===== config.mk =====
export PLATFORM = sky130hd
export DESIGN_NAME = multiply_float
export DESIGN_NICKNAME = d
export VERILOG_FILES = /design/src/rtl/multiply_float.sv
export SDC_FILE = /design/constraint.sdc
export NUM_CORES = 1
export LEC_CHECK = 0
export BUFFER_PORTS_ARGS = -buffer_cell sky130_fd_sc_hd__buf_4
export CAP_MARGIN = 40
export CELL_PAD_IN_SITES_DETAIL_PLACEMENT = 1
export CELL_PAD_IN_SITES_GLOBAL_PLACEMENT = 1
export CORE_MARGIN = 2
export CORE_UTILIZATION = 52
export DETAILED_ROUTE_END_ITERATION = 16
export PLACE_DENSITY = 0.93
export REMOVE_ABC_BUFFERS = 1
export SYNTH_ARGS = -nofsm -noshare
export SYNTH_HDL_FRONTEND = slang
export SYNTH_SLANG_ARGS = --single-unit

===== constraint.sdc =====
create_clock -name clk -period 14.3 [get_ports clk]
set_input_delay 1.43 -clock clk [delete_from_list [all_inputs] [get_ports clk]]
set_output_delay 1.43 -clock clk [all_outputs]
set_load 0.1 [all_outputs]

===== src/rtl/multiply_float.sv =====
// multiply_float: sequential IEEE-754 single-precision multiplier.
// It sits after reciprocal_float in the divide path and computes a*(1/b).
// The mantissa multiply is an iterative shift-add that retires BITS_PER_CYCLE
// multiplier bits per iteration. Rounding is round-to-nearest-even.
// Subnormal inputs are read as zero, and subnormal results flush to zero.
//
// Ports:
//   clk        system clock, rising edge
//   rst        synchronous active-high reset; aborts an operation in flight
//   start      launch request; only a rising level launches, and only from IDLE
//   a, b       fp32 operands, captured at the accept edge
//   out        fp32 product, registered and held until the next done
//   done       one-cycle pulse; out and the flags are valid in the same cycle
//   busy       high from accept through the done cycle
//   zero_flag  result is +-0, including underflow flush
//   inf_flag   result is +-inf, including overflow
//   nan_flag   result is NaN
module multiply_float #(
    parameter int BITS_PER_CYCLE = 1    // 1, 2, 4 or 8
) (
    input  logic        clk,
    input  logic        rst,
    input  logic        start,
    input  logic [31:0] a,
    input  logic [31:0] b,
    output logic [31:0] out,
    output logic        done,
    output logic        busy,
    output logic        zero_flag,
    output logic        inf_flag,
    output logic        nan_flag
);

    localparam int B = BITS_PER_CYCLE;
    localparam int N = 24 / B;
    localparam logic [4:0] LAST_ITER = 5'(N - 1);

    typedef enum logic [2:0] {IDLE, UNPACK, MUL, NORM, ROUND, DONE} state_t;

    state_t state, state_next;

    logic               start_d;
    logic               accept;
    logic [31:0]        a_r, b_r;
    logic               sign;
    logic signed [9:0]  e;
    logic [23:0]        ma;         // multiplicand mantissa with the hidden bit
    logic [47:0]        p;          // upper half: partial sum; lower half: remaining multiplier bits
    logic [4:0]         cnt;
    logic [23:0]        m;
    logic               guard, sticky;
    logic               special;
    logic [31:0]        spec_out;
    logic               spec_nan, spec_inf, spec_zero;

    assign accept = (state == IDLE) && start && !start_d;

    // ---------------- operand classification (valid in UNPACK) ----------------
    logic        a_zero, b_zero, a_inf, b_inf, a_nan, b_nan, res_sign;
    logic        s_nan, s_inf, s_zero, is_special;
    logic [31:0] s_out;

    // NOTE: every signal driven here gets a value on every path, which keeps the block free of inferred latches.
    always_comb begin
        // Exponent 0 covers both true zero and subnormals (inputs read as zero).
        a_zero     = (a_r[30:23] == 8'h00);
        b_zero     = (b_r[30:23] == 8'h00);
        a_inf      = (a_r[30:23] == 8'hFF) && (a_r[22:0] == 23'h0);
        b_inf      = (b_r[30:23] == 8'hFF) && (b_r[22:0] == 23'h0);
        a_nan      = (a_r[30:23] == 8'hFF) && (a_r[22:0] != 23'h0);
        b_nan      = (b_r[30:23] == 8'hFF) && (b_r[22:0] != 23'h0);
        res_sign   = a_r[31] ^ b_r[31];

        s_nan      = a_nan || b_nan || (a_inf && b_zero) || (b_inf && a_zero);
        s_inf      = !s_nan && (a_inf || b_inf);
        s_zero     = !s_nan && !s_inf && (a_zero || b_zero);
        is_special = s_nan || s_inf || s_zero;

        s_out = {res_sign, 31'h0};
        if (s_nan)
            s_out = 32'h7FC0_0000;
        else if (s_inf)
            s_out = {res_sign, 8'hFF, 23'h0};
    end

    // ---------------- one shift-add iteration ----------------
    // The new partial sum is ma * (low B multiplier bits) plus the old upper half.
    // It fits in 24+B bits. Shifting it in above p[23:B] retires those B bits.
    logic [23+B:0] partial, mul_sum;

    always_comb begin
        partial = (24+B)'(ma) * (24+B)'(p[B-1:0]);
        mul_sum = (24+B)'(p[47:24]) + partial;
    end

    // ---------------- rounding and range check (valid in ROUND) ----------------
    logic              rnd_inc, r_inf, r_zero;
    logic [24:0]       rsum;
    logic signed [9:0] e_rnd;
    logic [31:0]       rnd_out;

    always_comb begin
        rnd_inc = guard && (sticky || m[0]);
        rsum    = {1'b0, m} + {24'h0, rnd_inc};
        // A carry out leaves rsum = 1.0 * 2, so its fraction bits are already zero.
        e_rnd   = rsum[24] ? e + 10'sd1 : e;
        r_inf   = (e_rnd >= 10'sd255);
        r_zero  = !r_inf && (e_rnd <= 10'sd0);
        rnd_out = {sign, e_rnd[7:0], rsum[22:0]};
        if (r_inf)
            rnd_out = {sign, 8'hFF, 23'h0};
        else if (r_zero)
            rnd_out = {sign, 31'h0};
    end

    // ---------------- FSM: state register ----------------
    always_ff @(posedge clk) begin
        if (rst)
            state <= IDLE;
        else
            state <= state_next;
    end

    // ---------------- FSM: next state ----------------
    always_comb begin
        state_next = state;
        case (state)
            IDLE:    if (accept) state_next = UNPACK;
            // A special operand skips the multiply. It still passes through ROUND,
            // which registers the result, so done comes two edges after accept.
            UNPACK:  state_next = is_special ? ROUND : MUL;
            MUL:     if (cnt == LAST_ITER) state_next = NORM;
            NORM:    state_next = ROUND;
            ROUND:   state_next = DONE;
            DONE:    state_next = IDLE;
            default: state_next = IDLE;
        endcase
    end

    // ---------------- FSM: outputs ----------------
    always_comb begin
        busy = (state != IDLE);
    end

    // ---------------- datapath ----------------
    // NOTE: only the externally visible registers are reset. The working registers
    // are always loaded in UNPACK before they are read, so they need no reset.
    always_ff @(posedge clk) begin
        if (rst) begin
            out       <= 32'h0;
            done      <= 1'b0;
            zero_flag <= 1'b0;
            inf_flag  <= 1'b0;
            nan_flag  <= 1'b0;
            start_d   <= 1'b0;
        end else begin
            // NOTE: state is updated with non-blocking assignments, so every branch sees pre-edge values.
            start_d <= start;
            done    <= 1'b0;
            case (state)
                IDLE: begin
                    if (accept) begin
                        a_r <= a;
                        b_r <= b;
                    end
                end
                UNPACK: begin
                    sign      <= res_sign;
                    ma        <= {1'b1, a_r[22:0]};
                    p         <= {24'h0, 1'b1, b_r[22:0]};
                    e         <= $signed({2'b00, a_r[30:23]}) + $signed({2'b00, b_r[30:23]}) - 10'sd127;
                    cnt       <= 5'd0;
                    special   <= is_special;
                    spec_out  <= s_out;
                    spec_nan  <= s_nan;
                    spec_inf  <= s_inf;
                    spec_zero <= s_zero;
                end
                MUL: begin
                    p   <= {mul_sum, p[23:B]};
                    cnt <= cnt + 5'd1;
                end
                NORM: begin
                    // The product of two [1,2) mantissas lies in [1,4). Bit 47 marks the [2,4) case.
                    if (p[47]) begin
                        m      <= p[47:24];
                        guard  <= p[23];
                        sticky <= |p[22:0];
                        e      <= e + 10'sd1;
                    end else begin
                        m      <= p[46:23];
                        guard  <= p[22];
                        sticky <= |p[21:0];
                    end
                end
                ROUND: begin
                    done <= 1'b1;
                    if (special) begin
                        out       <= spec_out;
                        nan_flag  <= spec_nan;
                        inf_flag  <= spec_inf;
                        zero_flag <= spec_zero;
                    end else begin
                        out       <= rnd_out;
                        nan_flag  <= 1'b0;
                        inf_flag  <= r_inf;
                        zero_flag <= r_zero;
                    end
                end
                default: ;
            endcase
        end
    end

endmodule


==> results.cfg, run 1 <==
[sta]
clock_skew_ps = 14.3
worstMarginPinSlew_ps = 882
period_minus_slack_ps = 3550
final_max_slew_viol_count = 0
fin_setup_tns_ps = 0
min_period_over_period_pct = 24.8
rsz0062_at_grt = false
fmaxAchievable_mhz = 282
hold_violations = 0
timing.slew.headroom_pct = 41.2
setup_viol = 0
hold_ws_ps = 451

[pwr]
p_comb_share_pct = 16.3
pwr-share-clk_pct = 35.9
p_leak_nw = 4.77
pwr_density_cell_mw_per_mm2 = 135
vdd_drop_max_mv = 0.109
swShare_pct = 27.8
p_switching_mw = 0.476
sequentialPowerShare_pct = 47.8
p_int_mw = 1.24
finalPower_mw = 1.71

[critical_path]
arrival_ps = 3800
worst_path_max_delay_cell = edfxtp_1
r2r_cells = 10
critPathLaunch = p[0]
cp_num_buf_inv = 0
cp_top_family = compound AO/OA/AOI/OAI gates
critPathMaxFanout = 25
path_depth = 10
critical-path-max-stage-delay_ps = 650
startpoint_type = flip-flop
cp_cell_sequence = and2_1 > ha_1 > a21o_1 > or3_1 > o221ai_1 > a211oi_1 > o21ba_2 > o31ai_1 > nor3b_1 > nor3_1
critPathKind = reg -> reg
cp.required_ps = 14550
r2r-start = p[0]
cp-end-kind = flip-flop

[clock_tree]
clock_latency_ps = 530
cts_buffers = 25
numClockSinks = 224
cts_tree = built
cts_root_buffer = clkbuf_16
cts-resized-gates = 0
holdBufCountCts = 0
clkTransAtPathRegs_ps = 60
h-tree-depth = 1
post_cts_buffers = 0
clockBufferDepth = 3

[job]
cap_viol_max_count = 0

[cells_and_area]
seqCellArea_mm2 = 0.00633
antenna_cells = 0
fillCellCount = 2067
layout_common_cells = 184 x edfxtp_1, 134 x nand2_1, 111 x buf_4, 60 x nor2_1, 43 x ha_1
final_area_mm2 = 0.0127
synthToLayoutAreaGrowth_pct = 16.8
fin_nets = 1143
drive_gt1_share_pct = 20.1
multiInputGateArea_mm2 = 0.00431
layout_commonest_cell = edfxtp_1

[synth]
synth-seq-cells = 224
yosysWarnings = 0
synth-edff-count = 184
ys_types = 68
avgSynthCellArea_um2 = 11.7
synth_area_leader_cell = edfxtp_1
synth.top_cell.area_share_pct = 50.9
syn_inst = 928
synthTopCellsByArea = edfxtp_1 51%, dfxtp_1 7.4%, ha_1 5.0%, nand2_1 4.6%, xor2_1 2.7%
syn_area_mm2 = 0.0109
seq_area_frac_synth_pct = 58.3
ys.flop_type = edfxtp_1
synth-async-reset-ratio_pct = 0

[placement]
place_congestion = 0.861
port_buffers = 103
placed_area_mm2 = 0.0119
dp_hpwl_um = 19600

[drt]
viasPerCell = 5.92
postRouteAntennaNets = 0
drt_iter0_drc = 487
drc = 0
firstDrtPassIters = 5
num_vias = 7808
wl_per_cell_um = 21.5
routed_wl_um = 28400

[floorplanning]
initial_core_util_pct = 53.3
io_pins = 104
core_area_mm2 = 0.0204
fp.dieW_um = 148
rows = 52
die_h_um = 148
die_area_mm2 = 0.0220

[grt]
grt_pass1_vias = 8403
grt_overflow = 0
grt_pass1_wl_um = 45400
gr-usage-all-layers_pct = 26.0
grt_max_degree = 65
antenna_found_initial = 0

[hold_path]
hold_path_class = reg -> reg
hold_depth = 2
hold_start = out[16]

[outcome]
status = finished, final reports clean
area by class of cell:
cell class | count | share of cell area (%)
sequential | 224 | 49.9
multi-input combinational | 644 | 34.0
timing repair buffer | 112 | 6.69
clock buffer | 32 | 5.14
tap | 270 | 2.66
clock inverter | 13 | 0.888
inverter | 24 | 0.711
cells in the mapped netlist, types with 6 or more instances:
| master | count |
|---|---|
| o22ai_1 | 7 |
| o21ai_0 | 22 |
| buf_2 | 6 |
| nor2b_1 | 6 |
| a211oi_1 | 10 |
| ha_1 | 43 |
| and3_1 | 7 |
| nor3_1 | 22 |
| nor4_1 | 23 |
| nor2_1 | 62 |
| clkbuf_1 | 26 |
| nand4_1 | 20 |
| o21ai_2 | 21 |
| or3_1 | 6 |
| xor2_1 | 33 |
| nand2b_1 | 6 |
| inv_1 | 24 |
| mux2_2 | 24 |
| edfxtp_1 | 184 |
| nand2_1 | 134 |
| dfxtp_1 | 40 |
| a21oi_1 | 36 |
| xnor2_1 | 25 |
| nand3_1 | 20 |
| o21bai_1 | 6 |
| a21o_1 | 10 |
| mux2i_1 | 6 |
| and2_1 | 28 |
kinds of logic after synthesis:
family,count (synthesis),share of synthesized area (%)
AOI/OAI and AO/OA,148,9.50
DFF,224,58.3
and+or+nand+nor,362,16.8
buffers and inverters,60,2.28
xor gates and xnor gates,58,4.68
adders and majority gates,45,5.33
muxes,31,3.15
path summary, 6_finish.rpt:
check,end,slack [ps]
hold reg to reg,out[16],450
setup reg to reg,p[44],10750
hold / removal,out[16],450
setup / recovery,p[44],10750
power groups by stage:
stage               Clock [mW]  Combinational [mW]  Sequential [mW]
finish                   0.615               0.280            0.818
global route             0.646               0.303            0.823
CTS                      0.622               0.278            0.817
detailed placement           0               0.268            0.829
floorplan                    0               0.180            0.825
global placement             0               0.249            0.822
flip-flops by register name (all words and copies together), names as in the netlist, 3 cells and up:
register	count
a_r	32
b_r	32
cnt	5
e	10
m	24
ma	23
out	32
p	48
spec_out	3
state	3
per-layer routing:
layer / track usage [%] / up-vias / part of all wire (%)
met3: 3.34 / 68 / 4.8
met4: 8.62 / 0 / 3.1
met5: 0 / - / 0
met2: 47.3 / 272 / 52
met1: 32.1 / 3852 / 40
li1: - / 3616 / -
per-stage QoR:
stage                     setup WS, ps  utilization (%)  std cells
final                            10750             62.3       1319
after CTS                        10810             62.3       1319
after floorplan                   5680                -        892
after detailed placement         10950             58.5       1274
after global routing             10530             62.3       1319
after global placement           11090             58.4       1272
worst register-to-register path, delay by kind of cell (launching register included):
family	cells	cell delay (ps)
AO/OA/AOI/OAI	5	1380
adder cells (fa/ha/maj)	1	340
flip-flops	1	650
AND/OR/NAND/NOR	4	900
(Power assumes the default switching activity.)
==> run 2: changes to the inputs <==
- ABC_AREA: unset -> 1
- CORE_UTILIZATION: 52 -> 42
- PLACE_DENSITY: 0.93 -> 0.84
- clock period: 14.3 -> 3.1 ns (I/O delays scaled with it)
==> run 2 against run 1 <==
Against the previous run: first-iteration DRC count is 4.5% higher; design area is 12% higher; critical endpoint is now p[46]; largest cell class unchanged; via count is 16% higher.
==> results.cfg, run 2 <==
[cells_and_area]
postLayoutCoreUtil_pct = 52.8
layout_commonest_cell = nand2_1
largest_register_ffs = 48
synthToLayoutAreaGrowth_pct = 24.0
fin_nets = 1530
final_area_mm2 = 0.0142
top_register = p
layout_common_cells = 302 x nand2_1, 184 x edfxtp_1, 146 x inv_1, 120 x buf_4, 119 x nor2_1
drive_gt1_share_pct = 15.7

[sta]
hold_violations = 0
setup_viol = 0
clock_skew_ps = 22.1
fmaxAchievable_mhz = 352
postLayoutSetupSlackWorst_ps = 262
fin_setup_tns_ps = 0
period_minus_slack_ps = 2840
rsz0062_at_grt = false
min_period_over_period_pct = 91.6
final_max_slew_viol_count = 0
timing.slew.headroom_pct = 38.8
worstMarginPinSlew_ps = 918

[drt]
drc = 0
num_vias = 9083
wl_per_cell_um = 17.4
firstDrtPassIters = 5
viasPerCell = 5.11
routed_wl_um = 30900
drt_iter0_drc = 509
postRouteAntennaNets = 0

[hold_path]
hold-path-endpoint = start_d
hold_path_class = in -> reg
hold_depth = 3
hold_start = start

[critical_path]
arrival_ps = 3140
critPathKind = reg -> reg
r2r_slack_ps = 260
startpoint_type = flip-flop
worst_path_max_delay_cell = edfxtp_1
critPathMaxFanout = 11
r2r-start = p[0]
timing.rr.end = p[46]
cp.required_ps = 3400
cp-end-kind = flip-flop
critical-path-max-stage-delay_ps = 540
cp_cell_sequence = buf_4 > nand2_1 > inv_1 > ha_1 > nand2_1 > inv_1 > nand3_1 > nor2_1 > nand4_1 > nand3_1 > nand2_1 > nand2_1 > nand2_1 > nand3b_1 > nand2_1 > nand2_1 > nor2_1
worst_path_most_repeated_cell = nand2_1
r2r_cells = 17

[grt]
grt_pass1_wl_um = 49800
grt_max_degree = 65
gr-usage-all-layers_pct = 21.8
antenna_found_initial = 1
grt_pass1_vias = 9767
grt_overflow = 0

[pwr]
finalPower_mw = 8.74
pwr_density_cell_mw_per_mm2 = 616
p_leak_nw = 6.16
vdd_drop_max_mv = 0.475

[clock_tree]
h-tree-depth = 1
cts_buffers = 26
clkTransAtPathRegs_ps = 70
numClockSinks = 224
cts_root_buffer = clkbuf_16
cts_tree = built
clock_latency_ps = 550
clockBufferDepth = 3

[synth]
syn_area_mm2 = 0.0114
synth-async-reset-ratio_pct = 0
yosysWarnings = 0
avgSynthCellArea_um2 = 9.27
synth-seq-cells = 224
ys.flop_type = edfxtp_1
syn_inst = 1234
synth.cells.most_frequent = 302 x nand2_1, 184 x edfxtp_1, 146 x inv_1
synth-edff-count = 184
synthTopCellsByArea = edfxtp_1 48%, nand2_1 9.9%, dfxtp_1 7.0%, inv_1 4.8%, ha_1 4.7%
synth.top_cell.area_share_pct = 48.3
seq_area_frac_synth_pct = 55.3
ys_types = 46
synth_area_leader_cell = edfxtp_1
yosysMostFrequentCell = nand2_1

[floorplanning]
die_h_um = 169
fp.dieW_um = 169
initial_core_util_pct = 42.6
io_pins = 104
rows = 60
die_area_mm2 = 0.0286
core_area_mm2 = 0.0269

[placement]
dp_slack_ps = 203
place_congestion = 0.909
dp_hpwl_um = 21000
placed_area_mm2 = 0.0126
port_buffers = 103

[outcome]
status = finished, final reports clean

[job]
cap_viol_max_count = 0
-- run 2: cell count changes in the layout (fill, tap and decap cells not counted), moves of 21 or more --
| cell | change |
|---|---|
| o21ai_0 | +44 |
| dlygate4sd3_1 | +64 |
| and2_1 | -25 |
| nand2_1 | +168 |
| o21ai_2 | -21 |
| a21oi_1 | +32 |
| mux2_2 | -24 |
| inv_1 | +122 |
| nor2_1 | +59 |
| nand3_1 | +34 |
-- run 2: what timing repair did --
action	in CTS	in global routing
setup endpoints to repair	0	7
resized for setup	0	1
hold endpoints to repair	64	0
hold buffers	64	0
setup buffers	0	8
-- run 2: worst max path at each step --
stage                     cells after the start  slack [ps]       to     start
after floorplan                               3       -4830   a_r[0]  state[2]
after global placement                       18         340   out[6]      m[0]
after detailed placement                     17         200   out[6]      m[0]
after CTS                                    17         180   out[6]      m[0]
after global routing                         16           7  out[24]      m[0]
final                                        17         260    p[46]      p[0]
-- run 2: layout make-up --
class                           count  area, um2
Inverter                          150        563
Sequential cell                   224       6330
Multi-Input combinational cell    830       4440
Clock buffer                       29        662
Fill cell                        3049      12700
Clock inverter                     17        183
Tap cell                          341        427
Timing Repair Buffer              186       1580
Antenna cell                        1       2.50
-- run 2: layer usage --
layer | share of wire [%] | wire (um) | global-route usage [%] | up-vias
met5 | 0 | 0 | 0 | -
met4 | 2.5 | 760 | 5.91 | 0
met3 | 3.5 | 1080 | 2.55 | 48
met2 | 50 | 15600 | 39.0 | 174
met1 | 44 | 13500 | 27.9 | 4361
li1 | - | - | - | 4500
-- run 2: report_power, final --
group / internal, mW / switching [mW] / leakage (nW)
Clock: 1.79 / 1.27 / 0.409
Combinational: 0.573 / 1.22 / 3.73
Sequential: 3.67 / 0.222 / 2.02
Total: 6.03 / 2.71 / 6.16
-- run 2: cell families after synthesis --
kind of cell	share of synthesized area [%]
xor gates and xnor gates	1.61
DFF	55.3
and+or+nand+nor	23.4
AOI/OAI and AO/OA	8.53
adders and majority gates	5.05
buffers and inverters	6.13
-- run 2: metrics by stage --
| step | hold slack, ps | instances |
|---|---|---|
| 6_report | 23.5 | 1778 |
| 5_1_grt | 43.1 | 1778 |
| 3_3_place_gp | 434 | 1659 |
| 2_1_floorplan | 372 | 1204 |
| 4_1_cts | 21.4 | 1769 |
| 3_5_place_dp | 436 | 1659 |
-- run 2: worst max-delay path: cells and delay by family (launching register included) --
kind / cells / cell delay (ps)
and+or+nand+nor: 13 / 1310
adders and majority gates: 1 / 330
buffers and inverters: 3 / 400
DFF: 1 / 540
==> run 3: changes to the inputs <==
- CORE_UTILIZATION: 42 -> 46
- PLACE_DENSITY: 0.84 -> 0.87
- clock period: 3.1 -> 2.7 ns (I/O delays scaled with it)
==> run 3 against run 2 <==
Against the previous run: the run now ends with negative setup slack left; combinational power up 45%; setup slack got worse by 430 ps; wire length is 26% higher.
==> results.cfg, run 3 (same netlist as run 2, synthesis figures left out) <==
[pwr]
p_leak_nw = 6.42
vdd_drop_max_mv = 0.637
pwr_density_cell_mw_per_mm2 = 726

[clock_tree]
clockBufferDepth = 3
cts_root_buffer = clkbuf_16
clkTransAtPathRegs_ps = 60
clock_latency_ps = 550
cts_buffers = 26
cts_tree = built
h-tree-depth = 1
numClockSinks = 224

[cells_and_area]
final_area_mm2 = 0.0148
largest_register_ffs = 48
drive_gt1_share_pct = 21.4
synthToLayoutAreaGrowth_pct = 29.4
layout_commonest_cell = nand2_1
fin_nets = 1571
top_register = p
layout_common_cells = 294 x nand2_1, 184 x edfxtp_1, 151 x buf_4, 146 x inv_1, 112 x nor2_1
finalNonFillerCells = 1803
postLayoutCoreUtil_pct = 60.7

[grt]
grt_pass1_vias = 10300
antenna_found_initial = 0
grt_overflow = 0
gr-usage-all-layers_pct = 26.2
grt_pass1_wl_um = 54000
grt_max_degree = 54

[placement]
dp.cells = 1671
port_buffers = 103
placed_area_mm2 = 0.0128
place_congestion = 0.918
dp_hpwl_um = 21700

[drt]
firstDrtPassIters = 5
viasPerCell = 5.63
drt_iter0_drc = 837
postRouteAntennaNets = 0
wl_per_cell_um = 21.5
drc = 0
num_vias = 10200
routed_wl_um = 38800

[critical_path]
cp_cell_sequence = buf_4 > buf_6 > nand2_1 > inv_1 > ha_2 > nand2_1 > nor2_1 > nand2_1 > nand2_1 > nand2_1 > nand3_1 > nand2_1 > nand2_1 > nand2_1 > nand3_1 > nand2_1 > nand2_1 > nor2_1
critical-path-max-stage-delay_ps = 400
arrival_ps = 3160
cp.required_ps = 2990
critPathMaxFanout = 10
cp_num_buf_inv = 3
worst_path_max_delay_cell = ha_2
startpoint_type = flip-flop
worst_path_most_repeated_cell = nand2_1
cp-end-kind = flip-flop
critPathKind = reg -> reg
cp_top_family = simple AND/OR/NAND/NOR gates

[floorplanning]
initial_core_util_pct = 46.9
fp.dieW_um = 162
core_area_mm2 = 0.0244
die_h_um = 162
die_area_mm2 = 0.0261
rows = 57
io_pins = 104

[sta]
min_period_over_period_pct = 106
worstMarginPinSlew_ps = 796
postLayoutSetupSlackWorst_ps = -168
final_max_slew_viol_count = 0
period_minus_slack_ps = 2870
timing.slew.headroom_pct = 45.5
hold_ws_ps = 218
hold_violations = 0
clock_skew_ps = 24.6
setup_viol = 8
fmaxAchievable_mhz = 349

[outcome]
status = complete, but fails checks
violations = negative setup slack

[hold_path]
hold_path_class = in -> reg

[job]
cap_viol_max_count = 0
==> run 3: final timing paths <==
kind / startpoint / to / slack (ps) / cells after the start
max: p[0] / p[44] / -170 / 18
min: rst / out[17] / 220 / 2
max reg2reg: p[0] / p[44] / -170 / 18
min reg2reg: a_r[9] / ma[9] / 450 / 0
==> run 3: power breakdown <==
group | internal [mW] | switching [mW] | total [mW]
clock | 2.16 | 1.52 | 3.68
sequential | 4.21 | 0.252 | 4.46
combinational | 0.851 | 1.74 | 2.60
==> run 3: stage by stage <==
stage | setup TNS (ps) | setup WS, ps | power [mW]
2_1_floorplan | -425350 | -5230 | 5.81
3_3_place_gp | 0 | 64.0 | 6.42
3_5_place_dp | -1110 | -96.3 | 6.56
4_1_cts | 0 | 0.618 | 10.2
5_1_grt | -1790 | -237 | 11.1
6_report | -626 | -168 | 10.7
==> run 3: worst reg2reg max path, delay by kind of cell (launching register included) <==
kind / cells / cell delay, ps
buffers and inverters: 3 / 390
adder cells (fa/ha/maj): 1 / 400
flip-flops: 1 / 380
AND/OR/NAND/NOR: 14 / 1460
==> run 3: layer usage <==
layer	up-vias	share of wire, %	global-route usage [%]
met5	-	0	0
met4	0	5.1	10.4
met3	153	6.3	3.60
met2	498	50	48.0
met1	4894	38	31.2
li1	4609	-	-
==> run 3: what timing repair did <==
action,in CTS,in global routing
resized for setup,8,74
hold endpoints to repair,65,0
setup buffers,2,14
hold buffers,65,0
setup endpoints to repair,34,53
pin swaps,1,14
cloned,0,3
==> run 3: final cells by class <==
cell class | instances | area [um2]
clock buffers | 34 | 681
clock inverters | 13 | 181
diodes | 1 | 2.50
well taps | 324 | 405
repair buffers | 224 | 1900
multi-input cells | 833 | 4740
flip-flops and latches | 224 | 6330
inverters | 150 | 566
fillers | 2734 | 9590
